## config.mk

```make
export PLATFORM = sky130hd
export DESIGN_NAME = serial_subtractor_flat
export DESIGN_NICKNAME = d
export VERILOG_FILES = /design/src/rtl/serial_subtractor_if.sv /design/src/rtl/serial_subtractor.sv /design/src/flat_wrapper.sv
export SDC_FILE = /design/constraint.sdc
export NUM_CORES = 1
export LEC_CHECK = 0
export CAP_MARGIN = 40
export CORE_ASPECT_RATIO = 1.25
export CORE_MARGIN = 8
export CORE_UTILIZATION = 30
export CTS_CLUSTER_DIAMETER = 120
export CTS_CLUSTER_SIZE = 8
export DETAILED_ROUTE_END_ITERATION = 16
export SLEW_MARGIN = 20
export SYNTH_ARGS = -nofsm -noshare
export SYNTH_HDL_FRONTEND = slang
export SYNTH_SLANG_ARGS = --single-unit
```

## constraint.sdc

```tcl
create_clock -name clk_i -period 2 [get_ports clk_i]
set_clock_uncertainty 0.15 [all_clocks]
set_input_delay 0.6 -clock clk_i [delete_from_list [all_inputs] [get_ports clk_i]]
set_output_delay 0.6 -clock clk_i [all_outputs]
set_load 0.01 [all_outputs]
```

## src/rtl/serial_subtractor_if.sv

```systemverilog
// Start/done handshake bundle for the bit-serial subtractor.
// The master issues operands and START; the slave reports BUSY/DONE and the registered result.
interface serial_subtractor_if #(
  parameter int WIDTH = 8
);
  logic             start;
  logic [WIDTH-1:0] x;
  logic [WIDTH-1:0] y;
  logic             borrow_in;
  logic             busy;
  logic             done;
  logic [WIDTH-1:0] diff;
  logic             borrow_out;

  modport master (
    output start, x, y, borrow_in,
    input  busy, done, diff, borrow_out
  );

  modport slave (
    input  start, x, y, borrow_in,
    output busy, done, diff, borrow_out
  );
endinterface

```

## src/rtl/serial_subtractor.sv

```systemverilog
// Bit-serial subtractor: DIFF = X - Y - BORROW_IN, one bit per clock, LSB first.
// One full-subtractor cell and a borrow flop; operands and result live in shift registers.
module serial_subtractor #(
  parameter int WIDTH = 8
) (
  input  logic                clk_i,
  input  logic                rst_n_i,
  serial_subtractor_if.slave  bus
);

  localparam int CNT_W = (WIDTH > 1) ? $clog2(WIDTH) : 1;

  typedef enum logic [1:0] {
    IDLE  = 2'd0,
    SHIFT = 2'd1,
    FIN   = 2'd2
  } state_t;

  state_t           state_q;
  logic [WIDTH-1:0] x_q;
  logic [WIDTH-1:0] y_q;
  logic [WIDTH-1:0] d_q;
  logic             b_q;
  logic [CNT_W-1:0] cnt_q;
  logic             busy_q;
  logic             done_q;
  logic [WIDTH-1:0] diff_q;
  logic             bout_q;

  logic [WIDTH-1:0] d_sr_d;
  logic             b_d;
  logic             dbit;
  logic             last_bit;

  // Returns {borrow_out, difference} of a single full-subtractor cell.
  function automatic logic [1:0] fsub(input logic xb, input logic yb, input logic bb);
    logic d;
    logic bo;
    d  = xb ^ yb ^ bb;
    bo = (~xb & yb) | (~(xb ^ yb) & bb);
    return {bo, d};
  endfunction

  always_comb begin
    {b_d, dbit} = fsub(x_q[0], y_q[0], b_q);
    d_sr_d      = (d_q >> 1) | (WIDTH'(dbit) << (WIDTH - 1));
    last_bit    = (cnt_q == CNT_W'(WIDTH - 1));
  end

  // FIN accepts a new START exactly like IDLE so operations can run back to back.
  always_ff @(posedge clk_i or negedge rst_n_i) begin
    if (!rst_n_i) begin
      state_q <= IDLE;
      x_q     <= '0;
      y_q     <= '0;
      d_q     <= '0;
      b_q     <= 1'b0;
      cnt_q   <= '0;
      busy_q  <= 1'b0;
      done_q  <= 1'b0;
      diff_q  <= '0;
      bout_q  <= 1'b0;
    end else begin
      done_q <= 1'b0;
      unique case (state_q)
        IDLE, FIN: begin
          if (bus.start) begin
            x_q     <= bus.x;
            y_q     <= bus.y;
            b_q     <= bus.borrow_in;
            d_q     <= '0;
            cnt_q   <= '0;
            busy_q  <= 1'b1;
            state_q <= SHIFT;
          end else begin
            busy_q  <= 1'b0;
            state_q <= IDLE;
          end
        end
        SHIFT: begin
          x_q   <= x_q >> 1;
          y_q   <= y_q >> 1;
          d_q   <= d_sr_d;
          b_q   <= b_d;
          cnt_q <= cnt_q + 1'b1;
          if (last_bit) begin
            diff_q  <= d_sr_d;
            bout_q  <= b_d;
            busy_q  <= 1'b0;
            done_q  <= 1'b1;
            state_q <= FIN;
          end
        end
        default: begin
          busy_q  <= 1'b0;
          state_q <= IDLE;
        end
      endcase
    end
  end

  assign bus.busy       = busy_q;
  assign bus.done       = done_q;
  assign bus.diff       = diff_q;
  assign bus.borrow_out = bout_q;

endmodule
```

## src/flat_wrapper.sv

```systemverilog
// flat-port wrapper written by rule: the top's interface ports become plain ports
module serial_subtractor_flat 
#(
  parameter int WIDTH = 8
)
  (clk_i, rst_n_i, bus_start, bus_x, bus_y, bus_borrow_in, bus_busy, bus_done, bus_diff, bus_borrow_out);
  serial_subtractor_if #(.WIDTH(WIDTH)) bus_i ();
  input  logic clk_i;
  input  logic rst_n_i;
  input wire logic [$bits(bus_i.start)-1:0] bus_start;
  input wire logic [$bits(bus_i.x)-1:0] bus_x;
  input wire logic [$bits(bus_i.y)-1:0] bus_y;
  input wire logic [$bits(bus_i.borrow_in)-1:0] bus_borrow_in;
  output wire logic [$bits(bus_i.busy)-1:0] bus_busy;
  output wire logic [$bits(bus_i.done)-1:0] bus_done;
  output wire logic [$bits(bus_i.diff)-1:0] bus_diff;
  output wire logic [$bits(bus_i.borrow_out)-1:0] bus_borrow_out;
  assign bus_i.start = bus_start;
  assign bus_i.x = bus_x;
  assign bus_i.y = bus_y;
  assign bus_i.borrow_in = bus_borrow_in;
  assign bus_busy = bus_i.busy;
  assign bus_done = bus_i.done;
  assign bus_diff = bus_i.diff;
  assign bus_borrow_out = bus_i.borrow_out;
  serial_subtractor #(.WIDTH(WIDTH)) u_core (.clk_i(clk_i), .rst_n_i(rst_n_i), .bus(bus_i));
endmodule
```

==> flow_summary.yaml, run 1 <==
synthesis:
  synth_area_leader_cell: "dfrtp_1"
  synthTopCellsByCount: "dfrtp_1 (39), nor2_1 (11), a22o_1 (10), nor3_1 (9), o22ai_1 (9)"
  synth_cell_types: 27
  ys_warn_count: 0
  avgSynthCellArea_um2: 12.4
  syn-cell-area_um2: 1790
  ys_async_sr_fraction: 1.00
  synth-seq-cells: 39
  synthCells: 144
  synth-main-ff-cell: "dfrtp_1"
  synth_top_area_share: 0.546
  synth_seq_area_share: 0.546
  synthTopCellsByArea: "dfrtp_1 (55%), mux2_4 (5.0%), a22o_1 (4.9%)"
  synth_nets: 167
  synth.most_common_cell: "dfrtp_1"
  synth_edf_count: 0
critical_path:
  crit_slowest_cell: "clkdlybuf4s50_1"
  cpLargestDelayFamily: "buffers and inverters"
  cp_num_buf_inv: 1
  startpoint_type: "flop"
  r2r_start: "u_core.bus.busy"
  required_ns: 1.25
  crit_path_start: "u_core.bus.busy"
  arrival_ns: 1.20
  cp_max_fo: 2
  max_stage_delay_ns: 0.54
  worstRegToRegCells: 4
  cp_num_cells: 1
  r2r_slack_ns: 0.27
  crit_path_end_kind: "primary output"
  worstSetupPathType: "flop to primary output"
  path_cells: "clkdlybuf4s50_1"
timing:
  timing.hold.ws_ns: 0.0429
  setup_viol: 0
  tns_ns: 0
  slew_headroom: 0.667
  fin_ws_ns: 0.0508
  fin_crit_sh: 0.975
  rsz0062_at_grt: "no"
  fin_crit_ns: 1.95
  report.final.hold_viol_count: 0
  drv_slew: 0
  max_clock_freq_mhz: 513
  tightest_slew_ns: 0.498
place:
  place.gp.congestion: 0.699
  port_buffers: 30
  hpwl_um: 2630
  pre_cts_ws_ns: 0.0365
floorplanning:
  die_h_um: 102
  die_w_um: 85.0
  coreArea_um2: 5780
  die_area_um2: 8700
  rows: 31
  ioPinCount: 31
  initial_core_util: 0.309
routing:
  remaining_drc_errors: 0
  via_count: 1197
  wire_per_inst_um: 14.3
  drtPass1Iterations: 4
  drtIter0Drc: 18
  via_per_inst: 4.85
  ant_nets: 0
  routed_wl_um: 3520
clock_tree:
  cts_made_buffers: 5
  clk_path_buf_depth: 2
  cts_tree: "yes"
  cts.sinks: 39
  insertion_delay_ns: 0.29
  clkTransAtPathRegs_ns: 0.08
  cts_htree_levels: 2
  cts_hold_buf: 0
  cts_root_buf: "clkbuf_8"
min_path:
  hold_path.class: "primary input to asynchronous set/reset pin"
final_layout:
  drive_above_1_share: 0.177
  nets: 203
  antenna_cells: 0
  final_core_util: 0.391
  area_delta_synth_final_pct: 26.5
run:
  max_cap_violations: 0
power_and_ir_drop:
  leakagePower_nw: 1.02
  power_mw: 3.45
  power-per-cell-area_nw_per_um2: 1530
  max-vdd-ir-drop_mv: 0.397
status:
  status: "finished, final reports clean"
global_routing:
  grt_max_degree: 24
  use_met1: 0.0930
  grtUsageMet2: 0.149
  grt_pass1_wl_um: 5910
  antenna_found_initial: 0
  grt.total_usage: 0.0875
  grt_overflow: 0
  grt_pass1_vias: 1230
  met3_usage: 0.0402
  grt_busiest_layer: "met2"
-- cell type report --
type	count	area, um^2
Clock buffer	6	82.6
Clock inverter	2	35.0
Fill cell	573	3520
Inverter	4	15.0
Multi-Input combinational cell	91	703
Sequential cell	39	976
Tap cell	66	82.6
Timing Repair Buffer	39	365
-- kinds of logic (layout without fill, tap and decap cells) --
group / Yosys count / count (layout) / share of synthesized area
multiplexers: 17 / 17 / 0.116
AO/OA/AOI/OAI: 36 / 36 / 0.137
buffers and inverters: 14 / 51 / 0.0602
adder cells (fa/ha/maj): 3 / 3 / 0.0252
AND/OR/NAND/NOR: 35 / 35 / 0.116
flip-flops: 39 / 39 / 0.546
-- worst paths after layout --
| check | to |
|---|---|
| setup / recovery | bus_busy |
| hold / removal | u_core.x_q[5] |
| setup reg to reg | u_core.d_q[6] |
| hold reg to reg | u_core.bus.borrow_out |
| max in group asynchronous | u_core.y_q[6] |
| min in group clk_i | u_core.bus.borrow_out |
-- power breakdown --
part | leakage [nW] | total, mW | switching (mW) | internal [mW]
clock network | 0.0612 | 0.683 | 0.279 | 0.404
registers | 0.481 | 1.38 | 0.231 | 1.15
logic | 0.479 | 1.39 | 0.615 | 0.776
-- placed cells by master, fill, tap and decap left out --
| cell type | n |
|---|---|
| bufinv_16 | 1 |
| nor3_1 | 9 |
| buf_4 | 9 |
| mux2_2 | 3 |
| o21ai_1 | 4 |
| o22ai_1 | 9 |
| nand3_1 | 2 |
| mux2i_1 | 6 |
| a211oi_1 | 6 |
| dfrtp_1 | 39 |
| a21oi_1 | 7 |
| nor2_1 | 11 |
| clkdlybuf4s50_1 | 28 |
| nand2b_4 | 1 |
| buf_2 | 1 |
| nor2b_1 | 6 |
| nand2_1 | 1 |
| fa_1 | 1 |
| nor2b_2 | 1 |
| dlymetal6s2s_1 | 1 |
| ha_1 | 2 |
| clkbuf_8 | 6 |
| nand3b_4 | 1 |
| mux2_4 | 6 |
| clkinv_2 | 1 |
| nand2b_1 | 1 |
| a22o_1 | 10 |
| inv_1 | 4 |
| mux2_1 | 2 |
| and2b_4 | 1 |
| nor2_4 | 1 |
-- sequential cells by signal, indices dropped and copies added (netlist names) --
| register | cells |
|---|---|
| u_core.bus.done | 1 |
| u_core.b_q | 1 |
| u_core.bus.borrow_out | 1 |
| u_core.d_q | 7 |
| u_core.bus.busy | 1 |
| u_core.state_q | 1 |
| u_core.cnt_q | 3 |
| u_core.x_q | 8 |
| u_core.bus.diff | 8 |
| u_core.y_q | 8 |
-- metrics by stage --
| step | instances | cell area, um^2 |
|---|---|---|
| after CTS | 247 | 2260 |
| final | 247 | 2260 |
| after global placement | 239 | 2140 |
| after global routing | 247 | 2260 |
| after detailed placement | 239 | 2140 |
| after floorplan | 144 | 1790 |
-- metal layers --
layer  wire length, um  vias to the layer above
met5                 0                        -
met4                48                        0
met3               214                        5
met2              1680                       24
met1              1580                      580
li1                  -                      588
-- timing repair --
| item | 4_1_cts | 5_1_grt |
|---|---|---|
| setup endpoints to repair | 0 | 1 |
| setup buffers | 0 | 0 |
| resized for setup | 0 | 1 |
(Power assumes the default switching activity.)
==> run 2: changes to the inputs <==
--- a/config.mk
+++ b/config.mk
@@ -12,6 +12,7 @@
 export CTS_CLUSTER_DIAMETER = 120
 export CTS_CLUSTER_SIZE = 8
 export DETAILED_ROUTE_END_ITERATION = 16
+export PLACE_DENSITY_LB_ADDON = 0.1
 export SLEW_MARGIN = 20
 export SYNTH_ARGS = -nofsm -noshare
 export SYNTH_HDL_FRONTEND = slang
==> flow_summary.yaml, run 2 (synthesized netlist as in run 1, its figures left out) <==
critical_path:
  worstRegToRegCells: 3
  worstSetupPathType: "flop to primary output"
  cp_num_buf_inv: 1
  required_ns: 1.25
  cpLargestDelayFamily: "buffers and inverters"
  path_cells: "clkdlybuf4s50_1"
  crit_slowest_cell: "clkdlybuf4s50_1"
  startpoint_type: "flop"
  crit_path_end_kind: "primary output"
  cp_num_cells: 1
  cp_max_fo: 2
  max_stage_delay_ns: 0.54
  arrival_ns: 1.18
floorplanning:
  initial_core_util: 0.309
  rows: 31
  die_area_um2: 8700
  coreArea_um2: 5780
  die_h_um: 102
  ioPinCount: 31
  die_w_um: 85.0
clock_tree:
  cts_made_buffers: 5
  clk_path_buf_depth: 2
  cts_setup_buffers: 0
  cts.sinks: 39
  clkTransAtPathRegs_ns: 0.08
  insertion_delay_ns: 0.29
  cts_root_buf: "clkbuf_8"
  cts_tree: "yes"
  cts_htree_levels: 2
  cts_hold_buf: 0
routing:
  ant_nets: 0
  remaining_drc_errors: 0
  drtPass1Iterations: 4
  drtIter0Drc: 53
  via_count: 1193
  routed_wl_um: 3630
  wire_per_inst_um: 15.0
  via_per_inst: 4.93
min_path:
  hold_path.class: "primary input to asynchronous set/reset pin"
timing:
  fin_crit_ns: 1.93
  setup_viol: 0
  tightest_slew_ns: 0.682
  fin_ws_ns: 0.0684
  timing.hold.ws_ns: 0.205
  rsz0062_at_grt: "no"
  max_clock_freq_mhz: 518
  tns_ns: 0
  drv_slew: 0
  fin_crit_sh: 0.966
  report.final.hold_viol_count: 0
  slew_headroom: 0.543
global_routing:
  grt_max_degree: 40
  grt_pass1_wl_um: 6240
  grt.total_usage: 0.0901
  grt_overflow: 0
  grt_pass1_vias: 1297
  antenna_found_initial: 0
final_layout:
  layout_commonest_cell: "dfrtp_1"
  layoutNonFillerInstCount: 242
  nets: 198
  final_core_util: 0.385
  n_fill_cell: 557
  antenna_cells: 0
  area_delta_synth_final_pct: 24.5
  mostFrequentLayoutCells: "dfrtp_1 (39), clkdlybuf4s50_1 (27), nor2_1 (11)"
  design_area_um2: 2220
  drive_above_1_share: 0.153
place:
  place.gp.congestion: 0.732
  port_buffers: 30
  dp.cells: 234
  placed_cell_area_um2: 2100
  hpwl_um: 2550
  pre_cts_ws_ns: -0.0319
power_and_ir_drop:
  power_mw: 3.43
  leakagePower_nw: 1.00
  max-vdd-ir-drop_mv: 0.447
  power-per-cell-area_nw_per_um2: 1540
status:
  status: "finished, final reports clean"
run:
  max_cap_violations: 0
-- run 2: layout make-up --
cell class                      count  area, um^2  area share
Clock inverter                      2        35.0      0.0157
Multi-Input combinational cell     91         703       0.316
Clock buffer                        6        82.6      0.0371
Sequential cell                    39         976       0.439
Tap cell                           66        82.6      0.0371
Timing Repair Buffer               34         330       0.148
Inverter                            4        15.0     0.00675
-- run 2: routing by layer --
metal / global-route usage / part of all wire
met4: 0.0371 / 0.012
met1: 0.103 / 0.45
met5: 0 / 0
met2: 0.152 / 0.49
met3: 0.0298 / 0.043
-- run 2: worst paths after layout --
kind / to / start / slack (ns)
setup / recovery: bus_diff[0] / u_core.bus.diff[0] / 0.07
hold / removal: u_core.d_q[6] / rst_n_i / 0.21
setup reg to reg: u_core.d_q[2] / u_core.state_q[1] / 0.28
hold reg to reg: u_core.bus.borrow_out / u_core.bus.borrow_out / 0.34
max in group asynchronous: u_core.d_q[1] / rst_n_i / 1.14
min in group clk_i: u_core.bus.borrow_out / u_core.bus.borrow_out / 0.34
-- run 2: repair_timing --
item	CTS	global route
setup endpoints to repair	0	2
gates resized for setup	0	2
endpoints found under the hold margin	0	0
-- run 2: power breakdown --
group          total (mW)  switching [mW]  leakage (nW)  internal (mW)
logic                1.35           0.607         0.459          0.746
clock network       0.681           0.278        0.0612          0.404
registers            1.39           0.244         0.481           1.15
total                3.43            1.13          1.00           2.30
==> run 3: changes to the inputs <==
--- a/config.mk
+++ b/config.mk
@@ -8,7 +8,7 @@
 export CAP_MARGIN = 40
 export CORE_ASPECT_RATIO = 1.25
 export CORE_MARGIN = 8
-export CORE_UTILIZATION = 30
+export CORE_UTILIZATION = 40
 export CTS_CLUSTER_DIAMETER = 120
 export CTS_CLUSTER_SIZE = 8
 export DETAILED_ROUTE_END_ITERATION = 16
==> flow_summary.yaml, run 3 (synthesized netlist as in run 1, its figures left out) <==
clock_tree:
  cts_resized: 0
  insertion_delay_ns: 0.29
  cts_htree_levels: 2
  clk_path_buf_depth: 2
  cts.sinks: 39
  cts_hold_buf: 0
  cts_tree: "yes"
  cts_root_buf: "clkbuf_8"
  cts_setup_buffers: 0
  cts_made_buffers: 5
  clkTransAtPathRegs_ns: 0.08
final_layout:
  mostFrequentLayoutCells: "dfrtp_1 (39), clkdlybuf4s50_1 (29), nor2_1 (11)"
  area_delta_synth_final_pct: 25.4
  drive_above_1_share: 0.172
  layout_commonest_cell: "dfrtp_1"
  nets: 202
  antenna_cells: 0
critical_path:
  r2r-end: "u_core.bus.diff[0]"
  required_ns: 1.25
  crit_slowest_cell: "clkdlybuf4s50_1"
  cp_max_fo: 2
  startpoint_type: "flop"
  path_cells: "clkdlybuf4s50_1"
  r2r_slack_ns: 0.33
  r2r_start: "u_core.cnt_q[0]"
  cpLargestDelayFamily: "buffers and inverters"
  worstRegToRegCells: 4
  crit_path_end_kind: "primary output"
  worstSetupPathType: "flop to primary output"
  crit_path_start: "u_core.bus.busy"
  arrival_ns: 1.19
  max_stage_delay_ns: 0.54
  cp_num_buf_inv: 1
routing:
  via_per_inst: 5.12
  routed_wl_um: 3640
  ant_nets: 0
  via_count: 1218
  drtPass1Iterations: 4
  drtIter0Drc: 39
  wire_per_inst_um: 15.3
  remaining_drc_errors: 0
floorplanning:
  die_area_um2: 6880
  die_h_um: 90.7
  coreArea_um2: 4360
  ioPinCount: 31
  initial_core_util: 0.410
  die_w_um: 75.8
  rows: 27
timing:
  fin_crit_ns: 1.94
  rsz0062_at_grt: "no"
  drv_slew: 0
  setup_viol: 0
  fin_crit_sh: 0.970
  fin_ws_ns: 0.0604
  max_clock_freq_mhz: 516
  slew_headroom: 0.676
  tightest_slew_ns: 0.485
  report.final.hold_viol_count: 0
  tns_ns: 0
power_and_ir_drop:
  max-vdd-ir-drop_mv: 0.672
  leakagePower_nw: 1.00
  power-per-cell-area_nw_per_um2: 1560
global_routing:
  grt_pass1_vias: 1302
  grt_pass1_wl_um: 6100
  grt.total_usage: 0.115
  grt_max_degree: 40
  grt_overflow: 0
  antenna_found_initial: 0
place:
  place.gp.congestion: 0.725
  hpwl_um: 2570
  pre_cts_ws_ns: 0.0388
  port_buffers: 30
min_path:
  hold_path.class: "primary input to asynchronous set/reset pin"
run:
  max_cap_violations: 0
status:
  status: "finished, final reports clean"
## run 3: cell types whose count changed in the layout (fill, tap and decap cells not counted)
cell,before,now
buf_4,4,8
clkdlybuf4s50_1,27,29
dlymetal6s2s_1,2,0
## run 3: worst max-delay path by stage
stage	to	slack [ns]	cells past startpoint
2_1_floorplan	u_core.bus.diff[1]	0.41	5
3_3_place_gp	u_core.x_q[5]	0.1	5
3_5_place_dp	u_core.x_q[6]	0.04	5
4_1_cts	bus_diff[1]	0.04	1
5_1_grt	bus_busy	0.01	1
6_report	bus_busy	0.06	1
## run 3: layout make-up
cell class | count | area (um^2)
clock inverter | 2 | 35.0
multi-input combinational | 91 | 703
timing repair buffer | 38 | 355
sequential | 39 | 976
inverter | 4 | 15.0
clock buffer | 6 | 82.6
fill | 393 | 2120
tap | 58 | 72.6
## run 3: power breakdown
part | leakage (nW) | internal (mW) | switching (mW)
clock network | 0.0612 | 0.404 | 0.277
logic | 0.461 | 0.779 | 0.635
registers | 0.481 | 1.15 | 0.249
total | 1.00 | 2.33 | 1.16
## run 3: per-stage QoR
stage | total power [mW] | std cells | utilization | hold slack [ns] | area [um^2]
floorplan | 2.40 | 144 | - | 0.154 | 1790
global placement | 2.76 | 230 | 0.487 | 0.319 | 2120
detailed placement | 2.84 | 230 | 0.487 | 0.326 | 2120
finish | 3.49 | 238 | 0.514 | 0.194 | 2240
global route | 3.74 | 238 | 0.514 | 0.228 | 2240
CTS | 3.54 | 238 | 0.514 | 0.212 | 2240
## run 3: routing by layer
metal / GRT usage / wire, um / vias to the layer above
li1: - / - / 585
met5: 0 / 0 / -
met1: 0.127 / 1610 / 607
met4: 0.0434 / 34 / 0
met3: 0.0389 / 161 / 3
met2: 0.193 / 1830 / 23
